File: src/rtl/imm_gen_pipe.sv
// Pipelined RISC-V immediate generator: decodes one instruction per cycle and
// presents the XLEN-wide immediate from a registered output backed by a skid slot.
module imm_gen_pipe #(
  parameter int XLEN       = 32,
  parameter bit SHAMT_ZEXT = 1'b1
) (
  input  logic            clk,
  input  logic            rst,
  input  logic            flush,
  input  logic            in_valid,
  output logic            in_ready,
  input  logic [31:0]     instruction,
  output logic            out_valid,
  input  logic            out_ready,
  output logic [XLEN-1:0] ImmExt,
  output logic [2:0]      imm_fmt,
  output logic            illegal
);

  // Handshake: a word moves on a side only in a cycle where both valid and
  // ready are high; valid never depends on ready, and a producer holding valid
  // keeps its data stable until the transfer happens.

  localparam logic [2:0] FMT_NONE  = 3'd0;
  localparam logic [2:0] FMT_I     = 3'd1;
  localparam logic [2:0] FMT_S     = 3'd2;
  localparam logic [2:0] FMT_B     = 3'd3;
  localparam logic [2:0] FMT_U     = 3'd4;
  localparam logic [2:0] FMT_J     = 3'd5;
  localparam logic [2:0] FMT_SHAMT = 3'd6;

  logic [6:0]      opcode;
  logic [2:0]      funct3;
  logic [5:0]      shamt;
  logic [31:0]     imm32;
  logic [XLEN-1:0] dec_imm;
  logic [2:0]      dec_fmt;
  logic            dec_ill;

  assign opcode = instruction[6:0];
  assign funct3 = instruction[14:12];

  always_comb begin
    imm32   = '0;
    dec_imm = '0;
    dec_fmt = FMT_NONE;
    dec_ill = 1'b0;
    shamt   = (XLEN == 64) ? instruction[25:20] : {1'b0, instruction[24:20]};
    case (opcode)
      7'b0010011: begin
        if (SHAMT_ZEXT && (funct3 == 3'b001 || funct3 == 3'b101)) begin
          dec_fmt = FMT_SHAMT;
        end else begin
          dec_fmt = FMT_I;
          imm32   = {{20{instruction[31]}}, instruction[31:20]};
        end
      end
      7'b0000011, 7'b1100111, 7'b1110011: begin
        dec_fmt = FMT_I;
        imm32   = {{20{instruction[31]}}, instruction[31:20]};
      end
      7'b0100011: begin
        dec_fmt = FMT_S;
        imm32   = {{20{instruction[31]}}, instruction[31:25], instruction[11:7]};
      end
      7'b1100011: begin
        dec_fmt = FMT_B;
        imm32   = {{19{instruction[31]}}, instruction[31], instruction[7],
                   instruction[30:25], instruction[11:8], 1'b0};
      end
      7'b0110111, 7'b0010111: begin
        dec_fmt = FMT_U;
        imm32   = {instruction[31:12], 12'b0};
      end
      7'b1101111: begin
        dec_fmt = FMT_J;
        imm32   = {{11{instruction[31]}}, instruction[31], instruction[19:12],
                   instruction[20], instruction[30:21], 1'b0};
      end
      default: dec_ill = 1'b1;
    endcase
    // Shift amounts are unsigned; every other format widens from bit 31.
    if (dec_fmt == FMT_SHAMT) dec_imm = XLEN'(shamt);
    else                      dec_imm = XLEN'($signed(imm32));
  end

  logic            skid_valid;
  logic [XLEN-1:0] skid_imm;
  logic [2:0]      skid_fmt;
  logic            skid_ill;
  logic            accept;
  logic            out_free;

  assign in_ready = !skid_valid;
  assign accept   = in_valid && in_ready;
  assign out_free = !out_valid || out_ready;

  always_ff @(posedge clk or posedge rst) begin
    if (rst) begin
      out_valid  <= 1'b0;
      ImmExt     <= '0;
      imm_fmt    <= FMT_NONE;
      illegal    <= 1'b0;
      skid_valid <= 1'b0;
      skid_imm   <= '0;
      skid_fmt   <= FMT_NONE;
      skid_ill   <= 1'b0;
    end else if (flush) begin
      out_valid  <= 1'b0;
      skid_valid <= 1'b0;
    end else if (out_free) begin
      if (skid_valid) begin
        out_valid <= 1'b1;
        ImmExt    <= skid_imm;
        imm_fmt   <= skid_fmt;
        illegal   <= skid_ill;
        // The skid slot refills only if a new word arrives as it drains.
        skid_valid <= accept;
        if (accept) begin
          skid_imm <= dec_imm;
          skid_fmt <= dec_fmt;
          skid_ill <= dec_ill;
        end
      end else begin
        out_valid <= accept;
        if (accept) begin
          ImmExt  <= dec_imm;
          imm_fmt <= dec_fmt;
          illegal <= dec_ill;
        end
      end
    end else if (accept) begin
      skid_valid <= 1'b1;
      skid_imm   <= dec_imm;
      skid_fmt   <= dec_fmt;
      skid_ill   <= dec_ill;
    end
  end

endmodule

File: config.mk
export PLATFORM = sky130hd
export DESIGN_NAME = imm_gen_pipe
export DESIGN_NICKNAME = d
export VERILOG_FILES = /design/src/rtl/imm_gen_pipe.sv
export SDC_FILE = /design/constraint.sdc
export NUM_CORES = 1
export LEC_CHECK = 0
export CORE_MARGIN = 1.5
export CORE_UTILIZATION = 27
export DETAILED_ROUTE_END_ITERATION = 8
export DONT_BUFFER_PORTS = 1
export PLACE_DENSITY = 0.5
export SYNTH_ARGS = -nofsm -noshare
export SYNTH_HDL_FRONTEND = slang
export SYNTH_SLANG_ARGS = --single-unit
File: constraint.sdc
create_clock -name clk -period 4.7 [get_ports clk]
set_clock_uncertainty 0.2 [all_clocks]
set_input_delay 0.705 -clock clk [delete_from_list [all_inputs] [get_ports clk]]
set_output_delay 0.705 -clock clk [all_outputs]
set_load 0.03 [all_outputs]
# Word-level counts from Yosys, hierarchy flattened
# Index checks and enable logic that the tools add are counted.
[classes]
muxes = 28
n_reduce_logical = 13
bitwise_logic = 1
eq_ne = 13
[ops]
columns = ["cell", "count"]
rows = [
  ["32-bit two-way mux", 7],
  ["32-bit case mux with 6 select lines", 1],
  ["7-bit == test, second input constant", 4],
  ["3-bit two-way mux", 6],
  ["3-bit case mux with 6 select lines", 1],
  ["7-bit by 5-bit == test with 1-bit output, second input constant", 2],
  ["7-bit by 6-bit == test with 1-bit output, second input constant", 2],
  ["1-bit two-way mux", 13],
  ["9-bit OR reduction", 1],
  ["7-bit by 2-bit == test with 1-bit output, second input constant", 1],
  ["3-bit == test, second input constant", 2],
  ["2-bit nonzero test", 2],
  ["3-bit by 1-bit == test with 1-bit output, second input constant", 1],
  ["3-bit AND reduction", 1],
  ["3-bit nonzero test", 1],
  ["3-bit OR reduction", 1],
  ["1-bit logical NOT", 2],
  ["1-bit logical OR", 2],
  ["2-bit != test, second input constant", 1],
  ["2-bit AND reduction", 1],
  ["2-bit OR reduction", 1],
  ["1-bit logical AND", 1],
  ["1-bit NOT", 1],
]
[word_totals]
inputBits = 37
reg_bits = 74

# Logic depth before layout (Yosys ltp)
[logic_depth]
ltp_word = 9
mapped_depth = 8
depth_no_buf = 5

# Worst setup path before layout
# No wires, ideal clock.
[synth_timing]
kind = "input port to flip-flop"
start = "in instruction[6]"
end = "reg ImmExt[10]"
setup_slack_ns = 2.510
t_required_ns = 4.374
path_stages = 7
path_buffers = 2
arrival_ns = 1.864
cell_sequence = "buf_6 and4_4 and2_4 o21bai_4 and2_4 buf_6 a221o_1"
[synth_between]
elab_chain_len = 7
[synth_rtl]
columns = ["element", "line", "source"]
rows = [
  ["start, declared", "12", "input logic [31:0] instruction,"],
  ["7-bit by 2-bit == test with 1-bit output, or another cell as far along", "49", "case (opcode)"],
  ["3-bit OR reduction or 2-bit OR reduction (tied branches)", "-", ""],
  ["3-bit case mux with 6 select lines", "49", ""],
  ["3-bit == test", "83", "if (dec_fmt == FMT_SHAMT) dec_imm = XLEN'(shamt);"],
  ["32-bit two-way mux *", "83", ""],
  ["32-bit two-way mux *", "126", "if (accept) begin"],
  ["32-bit two-way mux *", "112", "if (skid_valid) begin"],
  ["end signal, assigned", "114", "ImmExt <= skid_imm;"],
  ["end signal, assigned", "127", "ImmExt <= dec_imm;"],
  ["end, declared", "15", "output logic [XLEN-1:0] ImmExt,"],
]
# Every way passes the cells marked *; elsewhere a longest branch is shown, timed or not. The select of a mux whose other input is x is not followed.
# A chain may end at the register's enable or synchronous reset.

# Final worst setup path
[layout_timing]
start = "reg skid_valid"
end = "reg ImmExt[27]"
[layout_between]
elab_chain_len = 4
[layout_rtl]
columns = ["element", "line", "source"]
rows = [
  ["start, declared", "87", "logic skid_valid;"],
  ["start signal, assigned", "118", "skid_valid <= accept;"],
  ["1-bit logical NOT", "94", "assign in_ready = !skid_valid;"],
  ["1-bit logical AND", "95", "assign accept = in_valid && in_ready;"],
  ["2-bit nonzero test (no line)", "-", ""],
  ["3-bit AND reduction (no line)", "-", ""],
]
# Parallel ways exist; a longest one is shown, timed or not.

==> out/metrics.csv <==
stage,metric,value,unit
cts,count of clock tree sinks,74,
routing,post-DR vias/cell,5.10,
flow_run,number of maximum-capacitance constraint violations,0,
floorplanning,Core ar.,12600,µm²
finish,layout cells sized above 1,9.64,%
finish,area growth from synthesis to layout,13.7,%
grt,GR Util All Layers,15.3,%
grt,first-pass GRT wire length,15400,µm
grt,initial antenna violation count,0,
sta,max_slew headroom,33.6,%
synth,synth unique cells,41,
finish,non-filler instance count after layout,535,
critical_path,endpoint kind of the worst setup timing path,flip-flop,
sta,peak clock frequency supported by timing,335,MHz
synth,Post-Synth Simple-Gate Area,20.5,%
synth,fraction of the yosys area taken by sequential cells,53.6,%
synth,synthesized area,3450,µm²
critical_path,worst setup path class,flip-flop to flip-flop,
floorplanning,Die X-Extent,116,µm
grt,pin count of the biggest net entering global routing,40,
placement,routability congestion estimate,0.761,
floorplanning,initial cell density of the core,27.5,%
finish,share of the core filled with cells in the final layout,31.2,%
routing,"wirelength, routed",9950,µm
synth,post-synthesis average cell area,9.51,µm²
placement,number of port buffers,0,
critical_path,"critical path fanouts, max",37,
sta,setup repair after global routing missed its margin,no,
cts,clock transition at the register clock pins on the worst setup and hold paths after CTS,60,ps
routing,Iter 0 DRT Violations,244,
synth,xor and xnor fraction of the mapped netlist area,0,%
cts,setup repair bufs after CTS,0,
routing,number of iterations in the first detailed-routing pass,5,
floorplanning,total I/O pin count,75,
placement,dpl cells,519,
finish,number of fill cells,1315,
finish,number of nets in the layout,395,
sta,max-slew violation count,0,
synth,leading register cell type out of synthesis,sky130_fd_sc_hd__dfrtp_1,
sta,least setup slack across all paths after layout,1720,ps
grt,vias in the first global route,2670,
synth,compound-cell area share of the yosys netlist,21.6,%
sta,actual slew at the worst max-slew pin,996,ps
floorplanning,die boundary height,116,µm
grt,overall overflow remaining after global route,0,
floorplanning,die outline area,13500,µm²
cts,hold buffer count at CTS,0,
synth,post-synthesis adder-cell area fraction,0,%
power_and_ir_drop,Tot Pwr,1.82,mW
sta,share of the cycle needed by the critical path after routing,63.4,%
routing,top routing layer used,met4,
cts,CTS H-tree lvls,3,
sta,Final min period,2980,ps
power_and_ir_drop,total power divided by cell area,463,nW/µm²
placement,pre-CTS setup slack,1670,ps
cts,CTS Buffer Depth,2,
cts,clock insertion delay at the later pin of the skew report,340,ps
sta,Final Hold Viols,0,
finish,fin area,3930,µm²
placement,post-place instance area,3590,µm²
synth,share of flip-flops with an asynchronous set or reset after synthesis,100,%
synth,main combinational cell family by area after synthesis,compound AO/OA/AOI/OAI gates,
routing,detailed-routing wirelength on met1,4260,µm
power_and_ir_drop,largest vdd supply drop,0.157,mV
placement,DP HPWL,6710,µm
routing,wire length on met3,900,µm
routing,DRT antenna net count,0,
synth,number of flip-flops and latches in the synthesized netlist,74,
finish,multi-input logic area,1460,µm²
critical_path,critical path required time,4670,ps
run_status,status,"finished, final reports clean",
synth,multiplexer share of the synthesized area,0,%
routing,wire length per cell after detailed routing,18.6,µm
cts,master cell of the clock root buffer,sky130_fd_sc_hd__clkbuf_16,
routing,met2 routed wirelength,4690,µm
power_and_ir_drop,Leakage Power,1.60,nW
synth,Syn Nets,400,
finish,sequential cell area in the final layout,1850,µm²
sta,total negative slack for setup checks,0,ps
finish,count of antenna diodes in the layout,0,
synth,number of warnings printed during yosys synthesis,0,
cts,CTS tree,done,
sta,# setup viols final,0,
routing,via count,2728,
critical_path,data arrival time at the worst-slack endpoint,2950,ps
sta,Fin Hold WS,105,ps
floorplanning,standard-cell row count,41,
cts,total clock buffers created by CTS,9,
synth,Cells after Synth,363,
routing,number of design rule violations left after detail routing,0,
min_path,worst hold path type,input port to async pin,
cts,cts repair resizes,0,
critical_path,category of the worst setup path launch point,flip-flop,
synth,number of flops mapped to enable cells by yosys,0,
[power by group]
part | internal (mW) | total [mW] | switching, mW | leakage, nW
clock network | 0.516 | 0.786 | 0.270 | 0.166
registers | 0.732 | 0.875 | 0.143 | 0.929
logic | 0.0630 | 0.157 | 0.0943 | 0.509
total | 1.31 | 1.82 | 0.507 | 1.60
[final cells by class]
class	instances	area share (%)
Inverter	3	0.319
Timing Repair Buffer	7	1.34
Clock buffer	10	5.83
Clock inverter	6	2.68
Tap cell	172	5.48
Sequential cell	74	47.2
Multi-Input combinational cell	263	37.2
[Yosys cell counts, types with 4 or more instances]
| cell | instances | area (µm²) |
|---|---|---|
| sky130_fd_sc_hd__buf_6 | 5 | 56.3 |
| sky130_fd_sc_hd__clkbuf_1 | 9 | 33.8 |
| sky130_fd_sc_hd__a22o_1 | 6 | 52.6 |
| sky130_fd_sc_hd__buf_2 | 7 | 35.0 |
| sky130_fd_sc_hd__dfrtp_1 | 74 | 1850 |
| sky130_fd_sc_hd__or3_1 | 24 | 150 |
| sky130_fd_sc_hd__and3_1 | 13 | 81.3 |
| sky130_fd_sc_hd__nand2_1 | 37 | 139 |
| sky130_fd_sc_hd__nor2_1 | 33 | 124 |
| sky130_fd_sc_hd__a221o_1 | 6 | 60.1 |
| sky130_fd_sc_hd__nand3_1 | 4 | 20.0 |
| sky130_fd_sc_hd__o21ai_0 | 43 | 215 |
| sky130_fd_sc_hd__a21oi_1 | 51 | 255 |
| sky130_fd_sc_hd__a31oi_1 | 9 | 56.3 |
[placed cells by master (no fill, tap or decap), types with 3 or more instances in the layout]
cell and instances:
sky130_fd_sc_hd__nor3_1 3, sky130_fd_sc_hd__dfrtp_1 74, sky130_fd_sc_hd__a22o_1 6, sky130_fd_sc_hd__nor2_2 3, sky130_fd_sc_hd__nand2_1 37, sky130_fd_sc_hd__o211ai_1 3, sky130_fd_sc_hd__a221o_1 6, sky130_fd_sc_hd__nor2b_1 3
sky130_fd_sc_hd__o21ai_0 43, sky130_fd_sc_hd__a21oi_1 51, sky130_fd_sc_hd__clkinv_2 4, sky130_fd_sc_hd__nand3_1 4, sky130_fd_sc_hd__or3_1 24, sky130_fd_sc_hd__a31oi_1 9, sky130_fd_sc_hd__and3_1 13, sky130_fd_sc_hd__nand2b_1 3
sky130_fd_sc_hd__buf_4 7, sky130_fd_sc_hd__nor2_1 33, sky130_fd_sc_hd__bufinv_16 3, sky130_fd_sc_hd__clkbuf_16 9
[worst max-delay path: stages (launching register included)]
cell	delay, ps
sky130_fd_sc_hd__dfrtp_1	730
sky130_fd_sc_hd__nor2_2	160
sky130_fd_sc_hd__nor3_4	130
sky130_fd_sc_hd__buf_4	350
sky130_fd_sc_hd__nand2_1	270
sky130_fd_sc_hd__a21oi_1	810
sky130_fd_sc_hd__a21oi_1	140
[metal layers]
metal,vias to the layer above,global-route usage [%]
li1,1289,-
met1,1332,20.7
met2,100,23.1
met3,7,5.66
met4,0,4.63
met5,-,0
[flip-flops by register name, summed over array words and instances, names as in the netlist]
name,cells
imm_fmt,3
illegal,1
out_valid,1
skid_valid,1
skid_fmt,3
skid_ill,1
ImmExt,32
skid_imm,32
[kinds of logic (layout without fill, tap and decap cells)]
logic type	after synthesis	count (layout)
buffers and inverters	26	26
AO/OA/AOI/OAI	126	126
AND/OR/NAND/NOR	137	137
flip-flops	74	74
[path summary, 6_finish.rpt]
| kind | from | to | slack [ps] | depth (start not counted) |
|---|---|---|---|---|
| setup / recovery | skid_valid$_DFFE_PP0P_ | ImmExt[27]$_DFFE_PP0P_ | 1720 | 6 |
| hold / removal | rst | ImmExt[25]$_DFFE_PP0P_ | 100 | 1 |
| setup reg to reg | skid_valid$_DFFE_PP0P_ | ImmExt[27]$_DFFE_PP0P_ | 1720 | 6 |
| hold reg to reg | skid_ill$_DFFE_PP0P_ | skid_ill$_DFFE_PP0P_ | 270 | 2 |
| max in group asynchronous | rst | ImmExt[31]$_DFFE_PP0P_ | 3250 | 2 |
| min in group clk | flush | out_valid$_DFFE_PP0P_ | 230 | 1 |
No activity file was read; power rests on OpenSTA's default activity.
